### src/rtl/bsg_fifo_rolly_reader_ctrl.sv
// Read-side controller for a rolly FIFO: streams entries out and tracks sent entries until ack/nack.
// Zero latency data path; downstream backpressure via ready_and_i, replay throttled by a backoff window.
// Holds v_o low when the outstanding window is full, during backoff, on flush, or on an effective nack.
module bsg_fifo_rolly_reader_ctrl #(
    parameter int lg_size_p = 3,
    parameter int width_p   = 8,
    parameter int window_p  = 2**lg_size_p,
    parameter int backoff_p = 2
) (
    input  logic               clk_i,
    input  logic               reset_i,
    input  logic               empty_i,
    input  logic [width_p-1:0] data_i,
    output logic               r_deq_o,
    output logic               r_incr_o,
    output logic               r_rewind_o,
    output logic               r_forward_o,
    output logic               r_clear_o,
    output logic               v_o,
    output logic [width_p-1:0] data_o,
    input  logic               ready_and_i,
    input  logic               ack_i,
    input  logic               ack_all_i,
    input  logic               nack_i,
    input  logic               flush_i,
    output logic [lg_size_p:0] outstanding_o,
    output logic               busy_o,
    output logic               err_o
);

    typedef enum logic {STREAM, BACKOFF} state_e;

    localparam logic [lg_size_p:0] window_lp  = (lg_size_p+1)'(window_p);
    localparam logic [7:0]         backoff_lp = 8'(backoff_p);

    state_e             state_r, state_n;
    logic [lg_size_p:0] outstanding_r, outstanding_n;
    logic [7:0]         cnt_r, cnt_n;
    logic               err_r, err_n;
    logic               has_out;
    logic               nack_eff;

    assign has_out  = (outstanding_r != '0);
    // BACKOFF always has zero outstanding, so a nack there is naturally ignored.
    assign nack_eff = nack_i & has_out & ~flush_i;

    always_comb begin
        state_n       = state_r;
        outstanding_n = outstanding_r;
        cnt_n         = cnt_r;
        err_n         = err_r;
        r_incr_o      = 1'b0;
        r_rewind_o    = 1'b0;
        r_forward_o   = 1'b0;
        r_clear_o     = 1'b0;

        v_o = ~reset_i & (state_r == STREAM) & ~empty_i
            & (outstanding_r < window_lp) & ~flush_i & ~nack_eff;
        r_deq_o = v_o & ready_and_i;

        if (state_r == BACKOFF) begin
            cnt_n = cnt_r - 8'd1;
            if (cnt_r == 8'd1)
                state_n = STREAM;
        end

        if (reset_i) begin
            state_n = state_r;
        end else if (flush_i) begin
            r_clear_o     = 1'b1;
            outstanding_n = '0;
            cnt_n         = '0;
            state_n       = STREAM;
        end else if (nack_eff) begin
            // A coincident ack retires the oldest entry so the replay starts after it.
            r_rewind_o    = 1'b1;
            r_incr_o      = ack_i;
            outstanding_n = '0;
            if (backoff_p > 0) begin
                state_n = BACKOFF;
                cnt_n   = backoff_lp;
            end
        end else if (ack_all_i) begin
            r_forward_o   = 1'b1;
            outstanding_n = '0;
        end else begin
            // Same-cycle dequeue is not yet ackable; this keeps the checkpoint behind rptr.
            if (ack_i) begin
                if (has_out)
                    r_incr_o = 1'b1;
                else
                    err_n = 1'b1;
            end
            outstanding_n = outstanding_r + (lg_size_p+1)'(r_deq_o)
                                          - (lg_size_p+1)'(r_incr_o);
        end
    end

    always_ff @(posedge clk_i) begin
        if (reset_i) begin
            state_r       <= STREAM;
            outstanding_r <= '0;
            cnt_r         <= '0;
            err_r         <= 1'b0;
        end else begin
            state_r       <= state_n;
            outstanding_r <= outstanding_n;
            cnt_r         <= cnt_n;
            err_r         <= err_n;
        end
    end

    assign data_o        = data_i;
    assign outstanding_o = outstanding_r;
    assign busy_o        = (state_r == BACKOFF);
    assign err_o         = err_r;

`ifndef SYNTHESIS
    always @(posedge clk_i) begin
        if (!reset_i) begin
            assert ($countones({r_rewind_o, r_forward_o, r_clear_o}) <= 1)
                else $error("rewind/forward/clear asserted together");
            assert (!(r_rewind_o && r_deq_o))
                else $error("rewind coincides with dequeue");
            assert (!(r_incr_o && !has_out))
                else $error("checkpoint increment with nothing outstanding");
        end
    end
`endif

endmodule
### config.mk
export PLATFORM = sky130hd
export DESIGN_NAME = bsg_fifo_rolly_reader_ctrl
export DESIGN_NICKNAME = d
export VERILOG_FILES = /design/src/rtl/bsg_fifo_rolly_reader_ctrl.sv
export SDC_FILE = /design/constraint.sdc
export NUM_CORES = 1
export LEC_CHECK = 0
export ABC_AREA = 1
export BUFFER_PORTS_ARGS = -buffer_cell sky130_fd_sc_hd__buf_2
export CORE_AREA = 2 2 48 50
export CTS_CLUSTER_DIAMETER = 200
export DETAILED_ROUTE_END_ITERATION = 10
export DIE_AREA = 0 0 50 52
export HOLD_SLACK_MARGIN = 0.12
export PLACE_DENSITY = 0.73
export SYNTH_ARGS = -nofsm -noshare
export SYNTH_HDL_FRONTEND = slang
export SYNTH_SLANG_ARGS = --single-unit
### constraint.sdc
create_clock -name clk_i -period 2.65 [get_ports clk_i]
set_input_delay 0.53 -clock clk_i [delete_from_list [all_inputs] [get_ports clk_i]]
set_output_delay 0.53 -clock clk_i [all_outputs]
set_load 0.02 [all_outputs]
# == Yosys cells after proc, flatten, opt, wreduce, memory -nomap -nowiden ==
# Index checks and enable logic that the tools add are counted.
# word_totals
reg_bits,14
inputBits,16
out_inout_bits,20
word_cells,55
# op_classes
n_addsub,3
order_cmp,1
eq_ne,1
mux,24
n_bitwise,15
reduce_logical,6
# ops
op,n
1-bit 2-to-1 mux,22
1-bit bitwise AND,8
8-bit by 1-bit == test with 1-bit output (second input constant),1
8-bit by 1-bit subtractor with 8-bit output (second input constant),1
1-bit inverter,7
5-bit AND reduction,1
4-bit by 1-bit adder with 4-bit output,1
4-bit < comparator (second input constant),1
2-bit 2-to-1 mux,2
4-bit nonzero test,1
4-bit OR reduction,1
4-bit by 1-bit subtractor with 4-bit output,1
3-bit OR reduction,1
2-bit nonzero test,1
2-bit OR reduction,1

# == Longest topological paths before layout ==
# depth
ltp_word,11
mapped_depth,12
depth_no_buf,12

# == Least setup slack after synthesis ==
# OpenSTA, ideal clock, no wires.
# synth_timing
path_type,flip-flop to flip-flop
start,reg outstanding_r[2] (netlist: outstanding_o[2])
end,reg outstanding_r[2] (netlist: outstanding_o[2])
setup_ns,0.116
t_arrival_ns,2.025
t_required_ns,2.534
setup_slack_ns,0.509
stages_incl_launch_ff,12
path_buffers,0
path_cell_list,dfxtp_1 > inv_1 > ha_1 > nand2_2 > nand2_2 > nand2_1 > nor3_2 > ha_1 > inv_1 > fa_1 > xor2_1 > nor2_1
# synth_between
elab_chain_cells,8
word_cells_on_any_way,18
cone_classes,add/sub (2); order compare (1); mux (6); bitwise (7); reduce/logical (2)
# synth_lines
item,line_no,source
from (decl),37,"logic [lg_size_p:0] outstanding_r, outstanding_n;"
from (signal assigned),107,outstanding_r <= outstanding_n;
branches (longest 4 deep; another with 4-bit < comparator),-,
1-bit bitwise AND (*),58,& (outstanding_r < window_lp) & ~flush_i & ~nack_eff;
1-bit bitwise AND (*),59,r_deq_o = v_o & ready_and_i;
named net r_deq_o,14,"output logic r_deq_o,"
4-bit by 1-bit adder with 4-bit output (*),94,outstanding_n = outstanding_r + (lg_size_p+1)'(r_deq_o)
4-bit by 1-bit subtractor with 4-bit output (*),95,- (lg_size_p+1)'(r_incr_o);
# Mark *: on every way through the listed nets, which the timed path passes. The select of a mux whose other input is x is not followed.
# A chain may end at the register's enable or synchronous reset.

# == Worst setup path after layout ==
# layout_timing
start,reg outstanding_r[3] (netlist: outstanding_o[3])
end,out r_deq_o
# layout_between
elab_chain_cells,6
word_cells_on_any_way,9
cone_classes,order compare (1); bitwise (7); reduce/logical (1)
# layout_lines
item,line_no
branches (longest 4 deep; another with 4-bit < comparator),-
1-bit bitwise AND (*),58
1-bit bitwise AND (*),59
to (decl),14
# Every way passes the cells marked *.

==> results.ini <==
[sta]
maxSlewViolCount = 0
tightest_slew_ns = 0.257
setup_viol = 0
maxSlewHeadroom_pct = 82.8
hold_violations = 0
skew_ns = 0.00459
rsz0062_at_grt = false
finalSetupTns_ns = 0
worst_slack_ns = 0.605
whs_ns = 0.470
period_needed_ns = 2.04
period_share_pct = 77.2
fmax_ghz = 0.489

[synth]
yosys.area.top_type = dfxtp_1
yosys.area_share.adder_pct = 11.7
syn-num-nets = 156
synth_mux_area_share_pct = 0
ys_warn_count = 0
yosysSeqAreaShare_pct = 30.4
synthTopCellsByArea = dfxtp_1, inv_1, ha_1, nand2_1, nor2_1
synth-xor-area-share_pct = 0.951
synth_cells = 132
synth.top_cell.area_share_pct = 30.4
synth_top_family_by_area = simple AND/OR/NAND/NOR gates
synth.distinct_cells = 21
synth-compound-area-share_pct = 8.56
syn_area_um2 = 921
yosys.area_share.simple_pct = 31.3
post_synth.cell_area_avg_um2 = 6.98
synth.ff_latch_count = 14

[routing]
routed_wl_um = 1770
drt-pass1-iter-count = 4
ant_nets = 0
vias_per_cell = 4.57
wl_per_cell_um = 10.1
vias = 800
drc = 0
drtIter0Drc = 10

[clock_tree]
cts.sinks = 14
clkLatencyLatePin_ns = 0.28
cts_resized = 0
hold_buffers = 0
cts_buffers = 3
clk_pin_slew_ns = 0.09
cts_root_buffer = clkbuf_4
cts_setup_buffers = 0
cts_buffer_depth = 2
htreeDepth = 1
cts_tree = yes

[floorplanning]
core_area_um2 = 2110
die-area_um2 = 2600
io_pins = 36
start_util_pct = 43.7
row_count = 17
die_w_um = 50
die-height_um = 52

[layout]
layout-drive-gt1-share_pct = 25.2
final_cell_count_no_fill = 175
final_cell_area_um2 = 1030
nNetsFinal = 172
final_core_util_pct = 48.8
syn_to_final_growth_pct = 11.5
diodes = 0

[min_path]
min_path_type = register to register

[place]
dpl.hpwl_um = 1490
place_ws_ns = 0.593
portBuffers = 19
gp_congestion = 0.796
dp_cells = 171
dpl_cell_area_um2 = 991

[grt]
grt_pass1_wl_um = 3050
grt_usage_pct = 15.6
grt_max_degree = 9
first_global_vias = 759
antenna_found_initial = 0
grt_remaining_overflow = 0

[status]
status = complete, no violations

[power_and_ir_drop]
ir_drop_mv = 0.251
p_leak_nw = 0.497
power_density_nw_per_um2 = 396
finalPower_uw = 407

[setup_path]
path_max_fanout = 4
start_kind = register
arrival_ns = 1.51
crit_type = register to output pin
end_kind = output pin
crit_required_ns = 2.12

[job]
maxCapViolCount = 0

-- per-layer routing --
| metal | wire length (um) | global-route usage (%) | part of all wire [%] | vias to the layer above |
|---|---|---|---|---|
| met5 | 0 | 0 | 0 | - |
| li1 | - | - | - | 431 |
| met4 | 10 | 8.33 | 0.56 | 0 |
| met3 | 71 | 3.45 | 4.0 | 2 |
| met1 | 799 | 18.3 | 45 | 353 |
| met2 | 887 | 26.3 | 50 | 14 |
-- registers in the layout (all words and copies together), names as in the netlist --
signal         cells
cnt_r              8
outstanding_o      4
err_o              1
busy_o             1
-- path summary, 6_finish.rpt --
path | start | slack (ns) | endpoint | cells after the start
hold reg to reg | err_o | 0.47 | err_o | 2
setup / recovery | outstanding_o[3] | 0.61 | r_deq_o | 7
setup reg to reg | outstanding_o[3] | 0.61 | outstanding_o[2] | 12
hold / removal | err_o | 0.47 | err_o | 2
-- synthesized netlist by cell type, drive strengths merged --
library cell,count
inv,26
nand2,26
nor2,23
dfxtp,14
nand3,10
a21oi,8
buf,8
ha,7
o21ai,4
nor3,2
fa,1
nand4,1
o21a,1
xor2,1
-- layout by cell type (no fill, tap or decap), drive strengths merged --
cell,Yosys,layout
inv,26,26
nand2,26,26
nor2,23,23
buf,8,19
dfxtp,14,14
nand3,10,10
a21oi,8,8
ha,7,7
o21ai,4,4
clkbuf,0,4
nor3,2,2
nand4,1,1
o21a,1,1
xor2,1,1
fa,1,1
-- kinds of logic after synthesis --
family                     count (synthesis)
DFF                                       14
xor gates and xnor gates                   1
AOI/OAI and AO/OA                         13
buffers and inverters                     34
adders and majority gates                  8
and+or+nand+nor                           62
-- cell type report --
cell class                      count  area [um^2]
Fill cell                         218         1080
Inverter                           26         97.6
Clock buffer                        4         36.3
Tap cell                           28         35.0
Timing Repair Buffer               19         95.1
Multi-Input combinational cell     84          483
Sequential cell                    14          280
-- power by group --
group / leakage, nW / switching (mW) / internal, mW
sequential: 0.113 / 0.000884 / 0.212
combinational: 0.363 / 0.0241 / 0.0133
clock: 0.0210 / 0.0734 / 0.0835
-- worst max-delay path, stage by stage, from the launching register on --
cell and delay (ns):
dfxtp_1 0.32, inv_1 0.09, ha_1 0.20, nand2_2 0.10, nand2_2 0.11, nand2_1 0.09, nor3_2 0.13, buf_2 0.19
Note: power is estimated with default switching activity, not from simulation.
